==> config.mk <==
export PLATFORM = sky130hd
export DESIGN_NAME = seq_alu_flat
export DESIGN_NICKNAME = d
export VERILOG_FILES = /design/src/rtl/seq_alu_if.sv /design/src/rtl/seq_alu.sv /design/src/flat_wrapper.sv
export SDC_FILE = /design/constraint.sdc
export NUM_CORES = 1
export LEC_CHECK = 0
export ABC_AREA = 1
export CAP_MARGIN = 5
export CORE_MARGIN = 5
export CORE_UTILIZATION = 40
export DETAILED_ROUTE_END_ITERATION = 6
export PLACE_DENSITY_LB_ADDON = 0.25
export SLEW_MARGIN = 20
export SYNTH_ARGS = -nofsm -noshare
export SYNTH_HDL_FRONTEND = slang
export SYNTH_SLANG_ARGS = --single-unit
==> constraint.sdc <==
create_clock -name clk_i -period 3.7 [get_ports clk_i]
set_clock_uncertainty 0.2 [all_clocks]
set_input_delay 0.74 -clock clk_i [delete_from_list [all_inputs] [get_ports clk_i]]
set_output_delay 0.74 -clock clk_i [all_outputs]
set_load 0.01 [all_outputs]
==> src/rtl/seq_alu_if.sv <==
// ----------------------------------------------------------------------------
// seq_alu_if
// Request/result bundle between the EX-stage issue logic and seq_alu.
//
// Signals (WIDTH = operand/result width):
//   start_i    issue request, sampled only while busy_o = 0
//   ALUCtrl_i  3-bit operation code, sampled with start_i
//   data1_i    operand A (multiplicand for mul)
//   data2_i    operand B (multiplier for mul)
//   data_o     registered result, holds until the next completion
//   zero_o     registered, 1 when data_o == 0
//   valid_o    one-cycle pulse marking a new data_o
//   busy_o     high while a multiply is iterating (pipeline stall request)
//
// Modports:
//   master  issue side (drives requests, observes results)
//   slave   the ALU itself
// ----------------------------------------------------------------------------
interface seq_alu_if #(
  parameter int WIDTH = 32
);

  logic             start_i;
  logic [2:0]       ALUCtrl_i;
  logic [WIDTH-1:0] data1_i;
  logic [WIDTH-1:0] data2_i;
  logic [WIDTH-1:0] data_o;
  logic             zero_o;
  logic             valid_o;
  logic             busy_o;

  modport master (
    output start_i,
    output ALUCtrl_i,
    output data1_i,
    output data2_i,
    input  data_o,
    input  zero_o,
    input  valid_o,
    input  busy_o
  );

  modport slave (
    input  start_i,
    input  ALUCtrl_i,
    input  data1_i,
    input  data2_i,
    output data_o,
    output zero_o,
    output valid_o,
    output busy_o
  );

endinterface

==> src/rtl/seq_alu.sv <==
// ----------------------------------------------------------------------------
// seq_alu
// EX-stage ALU driven by the 3-bit ALU control code. add/sub/and/or (and the
// unused codes, which yield 0) complete in one cycle; mul runs as a radix-2
// shift-add loop and holds busy_o high until it finishes.
//
// Ports:
//   clk_i   clock, rising edge
//   rst_i   asynchronous reset, active-low
//   bus     seq_alu_if.slave: start_i/ALUCtrl_i/data1_i/data2_i requests,
//           data_o/zero_o/valid_o/busy_o results
//
// Parameters:
//   WIDTH   operand/result width (>= 2); must match the interface WIDTH
//
// Build option:
//   SEQ_ALU_MUL_EARLY_TERM_EN  when defined, a multiply also finishes on the
//   first iteration after which the remaining multiplier bits are all zero
//   (1..WIDTH iterations). Results are identical; only latency changes.
// ----------------------------------------------------------------------------
module seq_alu #(
  parameter int WIDTH = 32
) (
  input  logic      clk_i,
  input  logic      rst_i,
  seq_alu_if.slave  bus
);

  localparam int CNT_W = $clog2(WIDTH) + 1;

  typedef enum logic [2:0] {
    OP_ADD = 3'b000,
    OP_SUB = 3'b001,
    OP_AND = 3'b010,
    OP_OR  = 3'b011,
    OP_MUL = 3'b100
  } op_e;

  typedef enum logic {
    S_IDLE,
    S_MUL
  } state_e;

  // --------------------------------------------------------------------------
  // State and datapath registers
  // --------------------------------------------------------------------------
  state_e           r_state;
  logic [WIDTH-1:0] r_acc;
  logic [WIDTH-1:0] r_mcand;
  logic [WIDTH-1:0] r_mplier;
  logic [CNT_W-1:0] r_cnt;
  logic [WIDTH-1:0] r_data;
  logic             r_zero;
  logic             r_valid;

  // Next-state values
  state_e           w_state_nxt;
  logic [WIDTH-1:0] w_acc_nxt;
  logic [WIDTH-1:0] w_mcand_nxt;
  logic [WIDTH-1:0] w_mplier_nxt;
  logic [CNT_W-1:0] w_cnt_nxt;
  logic [WIDTH-1:0] w_data_nxt;
  logic             w_zero_nxt;
  logic             w_valid_nxt;

  // Combinational helpers
  logic [WIDTH-1:0] w_alu_res;
  logic [WIDTH-1:0] w_acc_sum;
  logic [WIDTH-1:0] w_mplier_shr;
  logic [CNT_W-1:0] w_cnt_inc;
  logic             w_mul_done;

  // --------------------------------------------------------------------------
  // Single-cycle operations (operands taken straight from the request)
  // --------------------------------------------------------------------------
  always_comb begin
    w_alu_res = '0;
    case (bus.ALUCtrl_i)
      OP_ADD:  w_alu_res = bus.data1_i + bus.data2_i;
      OP_SUB:  w_alu_res = bus.data1_i - bus.data2_i;
      OP_AND:  w_alu_res = bus.data1_i & bus.data2_i;
      OP_OR:   w_alu_res = bus.data1_i | bus.data2_i;
      default: w_alu_res = '0;
    endcase
  end

  // --------------------------------------------------------------------------
  // Shift-add iteration step
  // --------------------------------------------------------------------------
  assign w_acc_sum    = r_acc + (r_mplier[0] ? r_mcand : '0);
  assign w_mplier_shr = r_mplier >> 1;
  assign w_cnt_inc    = r_cnt + CNT_W'(1);

`ifdef SEQ_ALU_MUL_EARLY_TERM_EN
  // Once the shifted-out multiplier is empty no further partial product can
  // change the accumulator, so the loop may stop on this iteration.
  assign w_mul_done = (w_cnt_inc == CNT_W'(WIDTH)) || (w_mplier_shr == '0);
`else
  assign w_mul_done = (w_cnt_inc == CNT_W'(WIDTH));
`endif

  // --------------------------------------------------------------------------
  // Next-state / output logic
  // --------------------------------------------------------------------------
  always_comb begin
    w_state_nxt  = r_state;
    w_acc_nxt    = r_acc;
    w_mcand_nxt  = r_mcand;
    w_mplier_nxt = r_mplier;
    w_cnt_nxt    = r_cnt;
    w_data_nxt   = r_data;
    w_zero_nxt   = r_zero;
    w_valid_nxt  = 1'b0;

    case (r_state)
      S_IDLE: begin
        if (bus.start_i) begin
          if (bus.ALUCtrl_i == OP_MUL) begin
            w_acc_nxt    = '0;
            w_mcand_nxt  = bus.data1_i;
            w_mplier_nxt = bus.data2_i;
            w_cnt_nxt    = '0;
            w_state_nxt  = S_MUL;
          end else begin
            w_data_nxt  = w_alu_res;
            w_zero_nxt  = (w_alu_res == '0);
            w_valid_nxt = 1'b1;
          end
        end
      end

      S_MUL: begin
        // Requests arriving here are dropped; operands were captured at accept.
        w_acc_nxt    = w_acc_sum;
        w_mcand_nxt  = r_mcand << 1;
        w_mplier_nxt = w_mplier_shr;
        w_cnt_nxt    = w_cnt_inc;
        if (w_mul_done) begin
          w_data_nxt  = w_acc_sum;
          w_zero_nxt  = (w_acc_sum == '0);
          w_valid_nxt = 1'b1;
          w_state_nxt = S_IDLE;
        end
      end

      default: w_state_nxt = S_IDLE;
    endcase
  end

  // --------------------------------------------------------------------------
  // Registers
  // --------------------------------------------------------------------------
  always_ff @(posedge clk_i or negedge rst_i) begin
    if (!rst_i) begin
      r_state  <= S_IDLE;
      r_acc    <= '0;
      r_mcand  <= '0;
      r_mplier <= '0;
      r_cnt    <= '0;
      r_data   <= '0;
      r_zero   <= 1'b1;
      r_valid  <= 1'b0;
    end else begin
      r_state  <= w_state_nxt;
      r_acc    <= w_acc_nxt;
      r_mcand  <= w_mcand_nxt;
      r_mplier <= w_mplier_nxt;
      r_cnt    <= w_cnt_nxt;
      r_data   <= w_data_nxt;
      r_zero   <= w_zero_nxt;
      r_valid  <= w_valid_nxt;
    end
  end

  // --------------------------------------------------------------------------
  // Outputs
  // --------------------------------------------------------------------------
  assign bus.data_o  = r_data;
  assign bus.zero_o  = r_zero;
  assign bus.valid_o = r_valid;
  assign bus.busy_o  = (r_state == S_MUL);

endmodule

==> src/flat_wrapper.sv <==
// flat-port wrapper written by rule: the top's interface ports become plain ports
module seq_alu_flat 
#(
  parameter int WIDTH = 32
)
  (clk_i, rst_i, bus_start_i, bus_ALUCtrl_i, bus_data1_i, bus_data2_i, bus_data_o, bus_zero_o, bus_valid_o, bus_busy_o);
  seq_alu_if #(.WIDTH(WIDTH)) bus_i ();
  input  logic clk_i;
  input  logic rst_i;
  input wire logic [$bits(bus_i.start_i)-1:0] bus_start_i;
  input wire logic [$bits(bus_i.ALUCtrl_i)-1:0] bus_ALUCtrl_i;
  input wire logic [$bits(bus_i.data1_i)-1:0] bus_data1_i;
  input wire logic [$bits(bus_i.data2_i)-1:0] bus_data2_i;
  output wire logic [$bits(bus_i.data_o)-1:0] bus_data_o;
  output wire logic [$bits(bus_i.zero_o)-1:0] bus_zero_o;
  output wire logic [$bits(bus_i.valid_o)-1:0] bus_valid_o;
  output wire logic [$bits(bus_i.busy_o)-1:0] bus_busy_o;
  assign bus_i.start_i = bus_start_i;
  assign bus_i.ALUCtrl_i = bus_ALUCtrl_i;
  assign bus_i.data1_i = bus_data1_i;
  assign bus_i.data2_i = bus_data2_i;
  assign bus_data_o = bus_i.data_o;
  assign bus_zero_o = bus_i.zero_o;
  assign bus_valid_o = bus_i.valid_o;
  assign bus_busy_o = bus_i.busy_o;
  seq_alu #(.WIDTH(WIDTH)) u_core (.clk_i(clk_i), .rst_i(rst_i), .bus(bus_i));
endmodule
==> impl_results.html, run 1 <==
<table>
<tr><th>Metric</th><th>Value</th></tr>
<tr><th colspan="2">Final layout</th></tr>
<tr><td>Share of cells above drive strength 1</td><td>18.5%</td></tr>
<tr><td>Area growth, synth to finish</td><td>34.1%</td></tr>
<tr><td>Share of the core filled with cells in the final layout</td><td>54.6%</td></tr>
<tr><td>Fill cell total of the finished layout</td><td>3015</td></tr>
<tr><td>Diode count</td><td>0</td></tr>
<tr><td>Finished Layout Cells</td><td>2789</td></tr>
<tr><td>Final instance area</td><td>16700 um^2</td></tr>
<tr><td>Most used cells in the layout excluding fill and tap cells</td><td>sky130_fd_sc_hd__nand2_1, sky130_fd_sc_hd__inv_1, sky130_fd_sc_hd__nor2_1, sky130_fd_sc_hd__buf_4, sky130_fd_sc_hd__dfrtp_1</td></tr>
<tr><td>Number of nets in the layout</td><td>2518</td></tr>
<tr><td>Leading cell type in the layout, fill and taps excluded</td><td>sky130_fd_sc_hd__nand2_1</td></tr>
<tr><th colspan="2">Placed design</th></tr>
<tr><td>Placed insts</td><td>2731</td></tr>
<tr><td>Placed wire-length estimate</td><td>34500 um</td></tr>
<tr><td>Cell area after placement</td><td>15300 um^2</td></tr>
<tr><td>Weighted congestion at the end of routability-driven global placement</td><td>1.06</td></tr>
<tr><td>Port-buffer cells</td><td>104</td></tr>
<tr><th colspan="2">Pwr</th></tr>
<tr><td>Internal Pwr Total</td><td>5690 uW</td></tr>
<tr><td>Peak supply drop</td><td>0.000377 V</td></tr>
<tr><td>Areal power density over the cells</td><td>675 nW/um^2</td></tr>
<tr><td>Clock share of power</td><td>14.8%</td></tr>
<tr><td>Power after layout</td><td>11300 uW</td></tr>
<tr><td>Net load switching power</td><td>5610 uW</td></tr>
<tr><td>Leakage dissipation</td><td>0.00891 uW</td></tr>
<tr><td>Share of total power in sequential cells</td><td>23.9%</td></tr>
<tr><td>Combinational Power Share</td><td>61.3%</td></tr>
<tr><td>Switching share of total power</td><td>49.7%</td></tr>
<tr><th colspan="2">Worst setup path</th></tr>
<tr><td>Crit path largest cell delay</td><td>0.43 ns</td></tr>
<tr><td>Highest net fanout along the worst path</td><td>4</td></tr>
<tr><td>Count of cell instances traversed by the critical path</td><td>25</td></tr>
<tr><td>Arrival time reported for the critical path endpoint</td><td>3.98 ns</td></tr>
<tr><td>End of the worst register-to-register path</td><td>u_core.bus.zero_o</td></tr>
<tr><td>Crit path launch type</td><td>input port</td></tr>
<tr><td>Beginning of the worst register-to-register path</td><td>u_core.r_mplier[0]</td></tr>
<tr><td>Cell family contributing the most delay on the critical path</td><td>simple AND/OR/NAND/NOR gates</td></tr>
<tr><td>Classification of the worst setup path</td><td>in -&gt; reg</td></tr>
<tr><td>Critical path endpoint</td><td>u_core.bus.zero_o</td></tr>
<tr><td>Register-to-register path setup slack</td><td>0.28 ns</td></tr>
<tr><td>Worst setup path startpoint</td><td>bus_data2_i[11]</td></tr>
<tr><td>Critical path buffers and inverters</td><td>4</td></tr>
<tr><td>Logic depth of the worst register-to-register path</td><td>21</td></tr>
<tr><td>Worst path required time</td><td>3.90 ns</td></tr>
<tr><td>Nature of the critical path endpoint</td><td>register</td></tr>
<tr><td>Cell repeated most along the worst path</td><td>sky130_fd_sc_hd__nand2_1</td></tr>
<tr><td>Standard cell with the maximum stage delay on the critical path</td><td>sky130_fd_sc_hd__clkdlybuf4s50_1</td></tr>
<tr><th colspan="2">Detailed routing</th></tr>
<tr><td>Pre-Repair DR Iteration Count</td><td>6</td></tr>
<tr><td>DRC violations left</td><td>0</td></tr>
<tr><td>Post-detailed-route count of antenna-violating nets</td><td>0</td></tr>
<tr><td>Mean routed wirelength per cell</td><td>15.8 um</td></tr>
<tr><td>WL final</td><td>44200 um</td></tr>
<tr><td>Vias after detailed routing</td><td>14500</td></tr>
<tr><td>Via-per-instance ratio</td><td>5.19</td></tr>
<tr><td>Drt first-iter violations</td><td>1259</td></tr>
<tr><th colspan="2">Global route</th></tr>
<tr><td>Initial antenna violation count</td><td>0</td></tr>
<tr><td>Via count of the first global-routing pass</td><td>13900</td></tr>
<tr><td>Largest net degree at the start of global routing</td><td>131</td></tr>
<tr><td>Overflow left after global routing</td><td>0</td></tr>
<tr><td>Aggregate global-route resource usage</td><td>24.7%</td></tr>
<tr><td>Wire length of the first global-routing pass</td><td>71000 um</td></tr>
<tr><th colspan="2">Logic synthesis</th></tr>
<tr><td>Share of the yosys chip area belonging to registers</td><td>27.5%</td></tr>
<tr><td>Cells after Synth</td><td>2104</td></tr>
<tr><td>Async SR Flop Fraction</td><td>100%</td></tr>
<tr><td>Count of flip-flops with a built-in enable after synthesis</td><td>0</td></tr>
<tr><td>Post-synth net total</td><td>2242</td></tr>
<tr><td>Distinct cells, synth</td><td>34</td></tr>
<tr><td>Syn Area/Cell</td><td>5.93 um^2</td></tr>
<tr><td>Synthesized cell area</td><td>12500 um^2</td></tr>
<tr><td>Number of register bits inferred by synthesis</td><td>137</td></tr>
<tr><td>Yosys warning total</td><td>0</td></tr>
<tr><td>Dominant synthesized flop cell</td><td>sky130_fd_sc_hd__dfrtp_1</td></tr>
<tr><th colspan="2">Floorplanning</th></tr>
<tr><td>Die Wd</td><td>187 um</td></tr>
<tr><td>Number of standard-cell rows in the floorplan</td><td>64</td></tr>
<tr><td>Initial standard-cell utilization of the core</td><td>40.7%</td></tr>
<tr><td>Height of the die</td><td>187 um</td></tr>
<tr><td>IO Count</td><td>105</td></tr>
<tr><td>Die area</td><td>34800 um^2</td></tr>
<tr><td>CORE AREA</td><td>30700 um^2</td></tr>
<tr><th colspan="2">Status</th></tr>
<tr><td>Status</td><td>complete, but fails checks</td></tr>
<tr><td>Violated checks</td><td>setup timing</td></tr>
<tr><th colspan="2">Timing</th></tr>
<tr><td>Fraction of the cycle the final worst path needs</td><td>102%</td></tr>
<tr><td>Setup repair after global routing missed its margin</td><td>yes</td></tr>
<tr><td>Final setup fails</td><td>2</td></tr>
<tr><td>Final count of hold timing violations</td><td>0</td></tr>
<tr><td>Number of pins exceeding their max-slew limit in the final report</td><td>0</td></tr>
<tr><td>Tightest slew margin relative to the limit</td><td>26.7%</td></tr>
<tr><td>Max Freq</td><td>265 MHz</td></tr>
<tr><td>Final setup slack of the worst path</td><td>-0.0767 ns</td></tr>
<tr><td>Worst slew pin tran</td><td>1.10 ns</td></tr>
<tr><td>Final worst path period need</td><td>3.78 ns</td></tr>
<tr><th colspan="2">CTS</th></tr>
<tr><td>Count of H-tree levels built during CTS</td><td>4</td></tr>
<tr><td>Skew-Pair Late Insertion Delay</td><td>0.46 ns</td></tr>
<tr><td>Clock Tree Buf Depth</td><td>2</td></tr>
<tr><td>Clock slew at the register clock pins of the worst setup and hold paths</td><td>0.07 ns</td></tr>
<tr><td>Root Buffer</td><td>sky130_fd_sc_hd__clkbuf_16</td></tr>
<tr><td>Number of clock buffers inserted by TritonCTS</td><td>17</td></tr>
<tr><td>Sink count of the clock tree</td><td>137</td></tr>
<tr><td>TritonCTS clock tree</td><td>built</td></tr>
<tr><th colspan="2">Worst hold path</th></tr>
<tr><td>Class of the most critical hold timing path</td><td>reg -&gt; reg</td></tr>
<tr><th colspan="2">Job</th></tr>
<tr><td>Max-cap violations</td><td>0</td></tr>
</table>
[power groups by stage]
stage | combinational (uW) | clock (uW) | sequential, uW
4_1_cts | 6740 | 1700 | 2690
3_3_place_gp | 6520 | 0 | 2680
2_1_floorplan | 4400 | 0 | 2630
3_5_place_dp | 6600 | 0 | 2720
5_1_grt | 7760 | 1770 | 2770
6_report | 6920 | 1680 | 2700
[what timing repair did]
action,CTS,global route
pin swaps,56,28
setup buffers,21,4
gates resized for setup,135,93
hold buffers,1,0
endpoints found under the hold margin,33,0
setup endpoints to repair,22,19
[layout make-up]
class / count / area [um^2] / area share (%)
Sequential cell: 137 / 3430 / 20.5
Tap cell: 396 / 495 / 2.96
Inverter: 309 / 1170 / 6.97
Timing Repair Buffer: 319 / 2710 / 16.2
Multi-Input combinational cell: 1596 / 8380 / 50.1
Clock buffer: 19 / 443 / 2.65
Clock inverter: 13 / 110 / 0.658
[Yosys cell counts (12+ instances only)]
cell type,n,area [um^2]
sky130_fd_sc_hd__a21oi_1,85,425
sky130_fd_sc_hd__a31oi_1,108,676
sky130_fd_sc_hd__buf_2,12,60.1
sky130_fd_sc_hd__clkbuf_1,44,165
sky130_fd_sc_hd__dfrtp_1,136,3400
sky130_fd_sc_hd__ha_1,66,826
sky130_fd_sc_hd__inv_1,307,1150
sky130_fd_sc_hd__nand2_1,752,2820
sky130_fd_sc_hd__nand3_1,122,611
sky130_fd_sc_hd__nand4_1,28,175
sky130_fd_sc_hd__nor2_1,293,1100
sky130_fd_sc_hd__nor3_1,13,65.1
sky130_fd_sc_hd__o21ai_0,38,190
sky130_fd_sc_hd__xor2_1,35,307
[cells by family after synthesis]
| family | share of synthesized area (%) |
|---|---|
| buffers and inverters | 11.3 |
| xor gates and xnor gates | 2.95 |
| AOI/OAI and AO/OA | 11.6 |
| and+or+nand+nor | 39.8 |
| adders and majority gates | 6.94 |
| DFF | 27.5 |
[worst reg2reg max path: cells and delay by family, from the launching register on]
kind | cells | cell delay [ns]
fa+ha+maj | 1 | 0.51
simple gates | 18 | 1.97
buf+inv | 2 | 0.31
flops | 1 | 0.38
[worst min path at each step]
stage,startpoint,to,slack (ns),cells after the start
2_1_floorplan,rst_i,u_core.bus.busy_o,0.24,0
4_1_cts,u_core.r_acc[22],u_core.r_acc[22],0.29,2
3_3_place_gp,u_core.r_mplier[31],u_core.r_mplier[31],0.27,2
5_1_grt,u_core.r_acc[23],u_core.r_acc[23],0.31,2
6_report,u_core.r_acc[28],u_core.r_acc[28],0.29,2
3_5_place_dp,u_core.r_acc[22],u_core.r_acc[22],0.27,2
[sequential cells by signal (all words and copies together) (netlist names)]
name,flops
u_core.r_acc,32
u_core.bus.data_o,32
u_core.r_mplier,32
u_core.r_cnt,6
u_core.r_mcand,32
u_core.bus.valid_o,1
u_core.bus.busy_o,1
u_core.bus.zero_o,1
[through the flow]
| step | hold WS (ns) | setup TNS, ns | setup WS, ns |
|---|---|---|---|
| floorplan | 0.244 | 0 | 0.00785 |
| global placement | 0.267 | -17.31 | -1.05 |
| detailed placement | 0.270 | -19.00 | -1.09 |
| CTS | 0.288 | 0 | 0.000281 |
| global route | 0.306 | -1.12 | -0.295 |
| finish | 0.290 | -0.0814 | -0.0767 |
[per-layer routing]
layer / vias to the layer above / wire length [um] / part of all wire [%] / track usage [%]
li1: 7201 / - / - / -
met1: 6694 / 20100 / 46 / 34.4
met2: 481 / 19900 / 45 / 39.5
met3: 94 / 2670 / 6.0 / 3.29
met4: 0 / 1490 / 3.4 / 8.72
met5: - / 0 / 0 / 0
No activity file was read; power rests on OpenSTA's default activity.
==> run 2: changes to the inputs <==
==> constraint.sdc (replaced) <==
create_clock -name clk_i -period 4.8 [get_ports clk_i]
set_clock_uncertainty 0.2 [all_clocks]
set_input_delay 1.44 -clock clk_i [delete_from_list [all_inputs] [get_ports clk_i]]
set_output_delay 1.44 -clock clk_i [all_outputs]
set_load 0.01 [all_outputs]
==> run 2 against run 1 <==
Against the previous run: the run now ends clean; sequential cell count unchanged; routed wire length is 0.46% higher; clock power decreased by 20%; cell area is 3.2% lower; core utilization down 1.8 points; die area unchanged; power decreased by 23%; global-route usage about the same; clock-buffer cell count stayed put; sequential power down 22%; first-iteration DRC count down 10%; largest cell class unchanged; highest routed layer unchanged.
==> impl_results.html, run 2 (synthesized netlist as in run 1, its figures left out) <==
<table>
<tr><th>Metric</th><th>Value</th></tr>
<tr><th colspan="2">CTS</th></tr>
<tr><td>Sink count of the clock tree</td><td>137 (unchanged)</td></tr>
<tr><td>Root Buffer</td><td>sky130_fd_sc_hd__clkbuf_16 (unchanged)</td></tr>
<tr><td>TritonCTS clock tree</td><td>built (unchanged)</td></tr>
<tr><td>Skew-Pair Late Insertion Delay</td><td>0.42 ns (was 0.46 ns)</td></tr>
<tr><td>Clock Tree Buf Depth</td><td>2 (unchanged)</td></tr>
<tr><td>Count of H-tree levels built during CTS</td><td>4 (unchanged)</td></tr>
<tr><td>Clock slew at the register clock pins of the worst setup and hold paths</td><td>0.07 ns (about the same)</td></tr>
<tr><td>Number of clock buffers inserted by TritonCTS</td><td>17 (unchanged)</td></tr>
<tr><th colspan="2">Final layout</th></tr>
<tr><td>Most used cells in the layout excluding fill and tap cells</td><td>sky130_fd_sc_hd__nand2_1, sky130_fd_sc_hd__inv_1, sky130_fd_sc_hd__nor2_1, sky130_fd_sc_hd__buf_4, sky130_fd_sc_hd__dfrtp_1 (unchanged)</td></tr>
<tr><td>Share of cells above drive strength 1</td><td>14.1% (was 18.5%)</td></tr>
<tr><td>Area growth, synth to finish</td><td>29.8% (was 34.1%)</td></tr>
<tr><td>Diode count</td><td>0 (unchanged)</td></tr>
<tr><td>Number of nets in the layout</td><td>2473 (was 2518)</td></tr>
<tr><td>Leading cell type in the layout, fill and taps excluded</td><td>sky130_fd_sc_hd__nand2_1 (unchanged)</td></tr>
<tr><th colspan="2">Detailed routing</th></tr>
<tr><td>Via-per-instance ratio</td><td>5.14 (was 5.19)</td></tr>
<tr><td>WL final</td><td>44400 um (was 44200 um)</td></tr>
<tr><td>DRC violations left</td><td>0 (unchanged)</td></tr>
<tr><td>Post-detailed-route count of antenna-violating nets</td><td>0 (unchanged)</td></tr>
<tr><td>Mean routed wirelength per cell</td><td>16.2 um (was 15.8 um)</td></tr>
<tr><td>Vias after detailed routing</td><td>14100 (was 14500)</td></tr>
<tr><td>Pre-Repair DR Iteration Count</td><td>6 (unchanged)</td></tr>
<tr><td>Drt first-iter violations</td><td>1133 (was 1259)</td></tr>
<tr><th colspan="2">Worst hold path</th></tr>
<tr><td>Class of the most critical hold timing path</td><td>reg -&gt; reg (unchanged)</td></tr>
<tr><td>Hold Crit Start</td><td>u_core.r_acc[0] (was u_core.r_acc[28])</td></tr>
<tr><td>WHS Endpoint</td><td>u_core.r_acc[0] (was u_core.r_acc[28])</td></tr>
<tr><td>Hold path depth</td><td>2 (unchanged)</td></tr>
<tr><th colspan="2">Placed design</th></tr>
<tr><td>Port-buffer cells</td><td>104 (unchanged)</td></tr>
<tr><td>DP Worst Slack</td><td>-0.734 ns (was -1.09 ns)</td></tr>
<tr><td>Weighted congestion at the end of routability-driven global placement</td><td>0.963 (was 1.06)</td></tr>
<tr><td>Placed wire-length estimate</td><td>35100 um (was 34500 um)</td></tr>
<tr><th colspan="2">Worst setup path</th></tr>
<tr><td>Logic depth of the worst register-to-register path</td><td>21 (unchanged)</td></tr>
<tr><td>Classification of the worst setup path</td><td>in -&gt; reg (unchanged)</td></tr>
<tr><td>End of the worst register-to-register path</td><td>u_core.bus.zero_o (unchanged)</td></tr>
<tr><td>Highest net fanout along the worst path</td><td>4 (unchanged)</td></tr>
<tr><td>Arrival time reported for the critical path endpoint</td><td>4.77 ns (was 3.98 ns)</td></tr>
<tr><td>Nature of the critical path endpoint</td><td>register (unchanged)</td></tr>
<tr><td>Worst path required time</td><td>4.96 ns (was 3.90 ns)</td></tr>
<tr><td>Register-to-register path setup slack</td><td>1.11 ns (was 0.28 ns)</td></tr>
<tr><td>Crit path launch type</td><td>input port (unchanged)</td></tr>
<tr><td>Beginning of the worst register-to-register path</td><td>u_core.r_mplier[0] (unchanged)</td></tr>
<tr><th colspan="2">Global route</th></tr>
<tr><td>Overflow left after global routing</td><td>0 (unchanged)</td></tr>
<tr><td>Largest net degree at the start of global routing</td><td>127 (was 131)</td></tr>
<tr><td>Wire length of the first global-routing pass</td><td>70700 um (was 71000 um)</td></tr>
<tr><td>Aggregate global-route resource usage</td><td>24.7% (about the same)</td></tr>
<tr><td>Via count of the first global-routing pass</td><td>13600 (was 13900)</td></tr>
<tr><td>Initial antenna violation count</td><td>0 (unchanged)</td></tr>
<tr><th colspan="2">Timing</th></tr>
<tr><td>Worst hold margin</td><td>0.285 ns (was 0.290 ns)</td></tr>
<tr><td>Number of pins exceeding their max-slew limit in the final report</td><td>0 (unchanged)</td></tr>
<tr><td>Final setup fails</td><td>0 (was 2)</td></tr>
<tr><td>Final worst path period need</td><td>4.60 ns</td></tr>
<tr><td>Tightest slew margin relative to the limit</td><td>29.7% (was 26.7%)</td></tr>
<tr><td>Fraction of the cycle the final worst path needs</td><td>95.9%</td></tr>
<tr><td>Setup repair after global routing missed its margin</td><td>yes (unchanged)</td></tr>
<tr><td>Final setup slack of the worst path</td><td>0.196 ns (was -0.0767 ns)</td></tr>
<tr><td>Max Freq</td><td>217 MHz</td></tr>
<tr><td>Final count of hold timing violations</td><td>0 (unchanged)</td></tr>
<tr><td>Worst slew pin tran</td><td>1.05 ns (was 1.10 ns)</td></tr>
<tr><td>Final sum of negative setup slack</td><td>0 ns (was -0.0814 ns)</td></tr>
<tr><th colspan="2">Floorplanning</th></tr>
<tr><td>Number of standard-cell rows in the floorplan</td><td>64 (unchanged)</td></tr>
<tr><td>Initial standard-cell utilization of the core</td><td>40.7% (unchanged)</td></tr>
<tr><td>Die area</td><td>34800 um^2 (unchanged)</td></tr>
<tr><td>Die Wd</td><td>187 um (unchanged)</td></tr>
<tr><td>CORE AREA</td><td>30700 um^2 (unchanged)</td></tr>
<tr><td>IO Count</td><td>105 (unchanged)</td></tr>
<tr><td>Height of the die</td><td>187 um (unchanged)</td></tr>
<tr><th colspan="2">Pwr</th></tr>
<tr><td>Power after layout</td><td>8700 uW (was 11300 uW)</td></tr>
<tr><td>Areal power density over the cells</td><td>537 nW/um^2 (was 675 nW/um^2)</td></tr>
<tr><td>Leakage dissipation</td><td>0.00872 uW (was 0.00891 uW)</td></tr>
<tr><td>Peak supply drop</td><td>0.000280 V (was 0.000377 V)</td></tr>
<tr><th colspan="2">Status</th></tr>
<tr><td>Status</td><td>finished clean (was complete, but fails checks)</td></tr>
<tr><th colspan="2">Job</th></tr>
<tr><td>Max-cap violations</td><td>0 (unchanged)</td></tr>
</table>
## run 2: final cells by class
cell class | count | area [um^2]
fillers | 3134 | 14500
multi-input cells | 1596 | 8130
flip-flops and latches | 137 | 3430
repair buffers | 274 | 2380
inverters | 309 | 1170
well taps | 396 | 495
clock buffers | 19 | 443
clock inverters | 13 | 145
## run 2: worst max path at each step
| stage | from | endpoint | slack [ns] | depth (start not counted) |
|---|---|---|---|---|
| 6_report | bus_data2_i[10] | u_core.bus.zero_o | 0.20 | 26 |
| 5_1_grt | bus_data2_i[10] | u_core.bus.zero_o | -0.13 | 30 |
| 4_1_cts | bus_data2_i[7] | u_core.bus.zero_o | 0.001 | 26 |
| 3_5_place_dp | bus_data2_i[0] | u_core.bus.zero_o | -0.73 | 29 |
| 3_3_place_gp | bus_data2_i[0] | u_core.bus.zero_o | -0.71 | 29 |
| 2_1_floorplan | bus_data2_i[0] | u_core.bus.zero_o | 0.29 | 27 |
## run 2: metal layers
metal,track usage [%],routed length [um],vias to the layer above
met3,2.24,2030,68
li1,-,-,7124
met2,39.6,20100,390
met4,7.43,1210,0
met5,0,0,-
met1,35.5,21000,6527
## run 2: repair_timing
action,4_1_cts,5_1_grt
hold buffers,0,0
setup buffers,2,5
setup endpoints to repair,11,16
pin swaps,25,32
gates resized for setup,51,105
## run 2: report_power, final
part	internal, uW	total [uW]	switching, uW	leakage (uW)
Combinational	1940	5230	3290	0.00684
Clock	785	1350	567	0.000280
Sequential	1700	2110	415	0.00160
Total	4420	8700	4270	0.00872
## run 2: critical path: stages
cell	delay, ns
sky130_fd_sc_hd__clkdlybuf4s50_1	0.44
sky130_fd_sc_hd__inv_2	0.08
sky130_fd_sc_hd__nand3_2	0.09
sky130_fd_sc_hd__nor3_2	0.11
sky130_fd_sc_hd__buf_4	0.15
sky130_fd_sc_hd__inv_1	0.06
sky130_fd_sc_hd__buf_4	0.14
sky130_fd_sc_hd__o31ai_4	0.17
sky130_fd_sc_hd__buf_4	0.16
sky130_fd_sc_hd__xor2_1	0.16
sky130_fd_sc_hd__ha_2	0.35
sky130_fd_sc_hd__nand2_4	0.11
sky130_fd_sc_hd__inv_1	0.06
sky130_fd_sc_hd__a21oi_2	0.15
sky130_fd_sc_hd__nand2_1	0.12
sky130_fd_sc_hd__a21oi_2	0.16
sky130_fd_sc_hd__nand3_1	0.09
sky130_fd_sc_hd__nand3_1	0.10
sky130_fd_sc_hd__nand2_2	0.08
sky130_fd_sc_hd__nor2_2	0.11
sky130_fd_sc_hd__nand2_1	0.07
sky130_fd_sc_hd__nor2_2	0.11
sky130_fd_sc_hd__nand3_1	0.08
sky130_fd_sc_hd__nand2_1	0.06
sky130_fd_sc_hd__nand2_1	0.05
sky130_fd_sc_hd__nand2_1	0.08
## run 2: stage by stage
stage          instances  utilization [%]  instance area [um^2]
2_1_floorplan       2104                -                 12500
3_3_place_gp        2705             49.0                 15000
3_5_place_dp        2705             49.0                 15000
4_1_cts             2739             51.5                 15800
5_1_grt             2744             52.8                 16200
6_report            2744             52.8                 16200
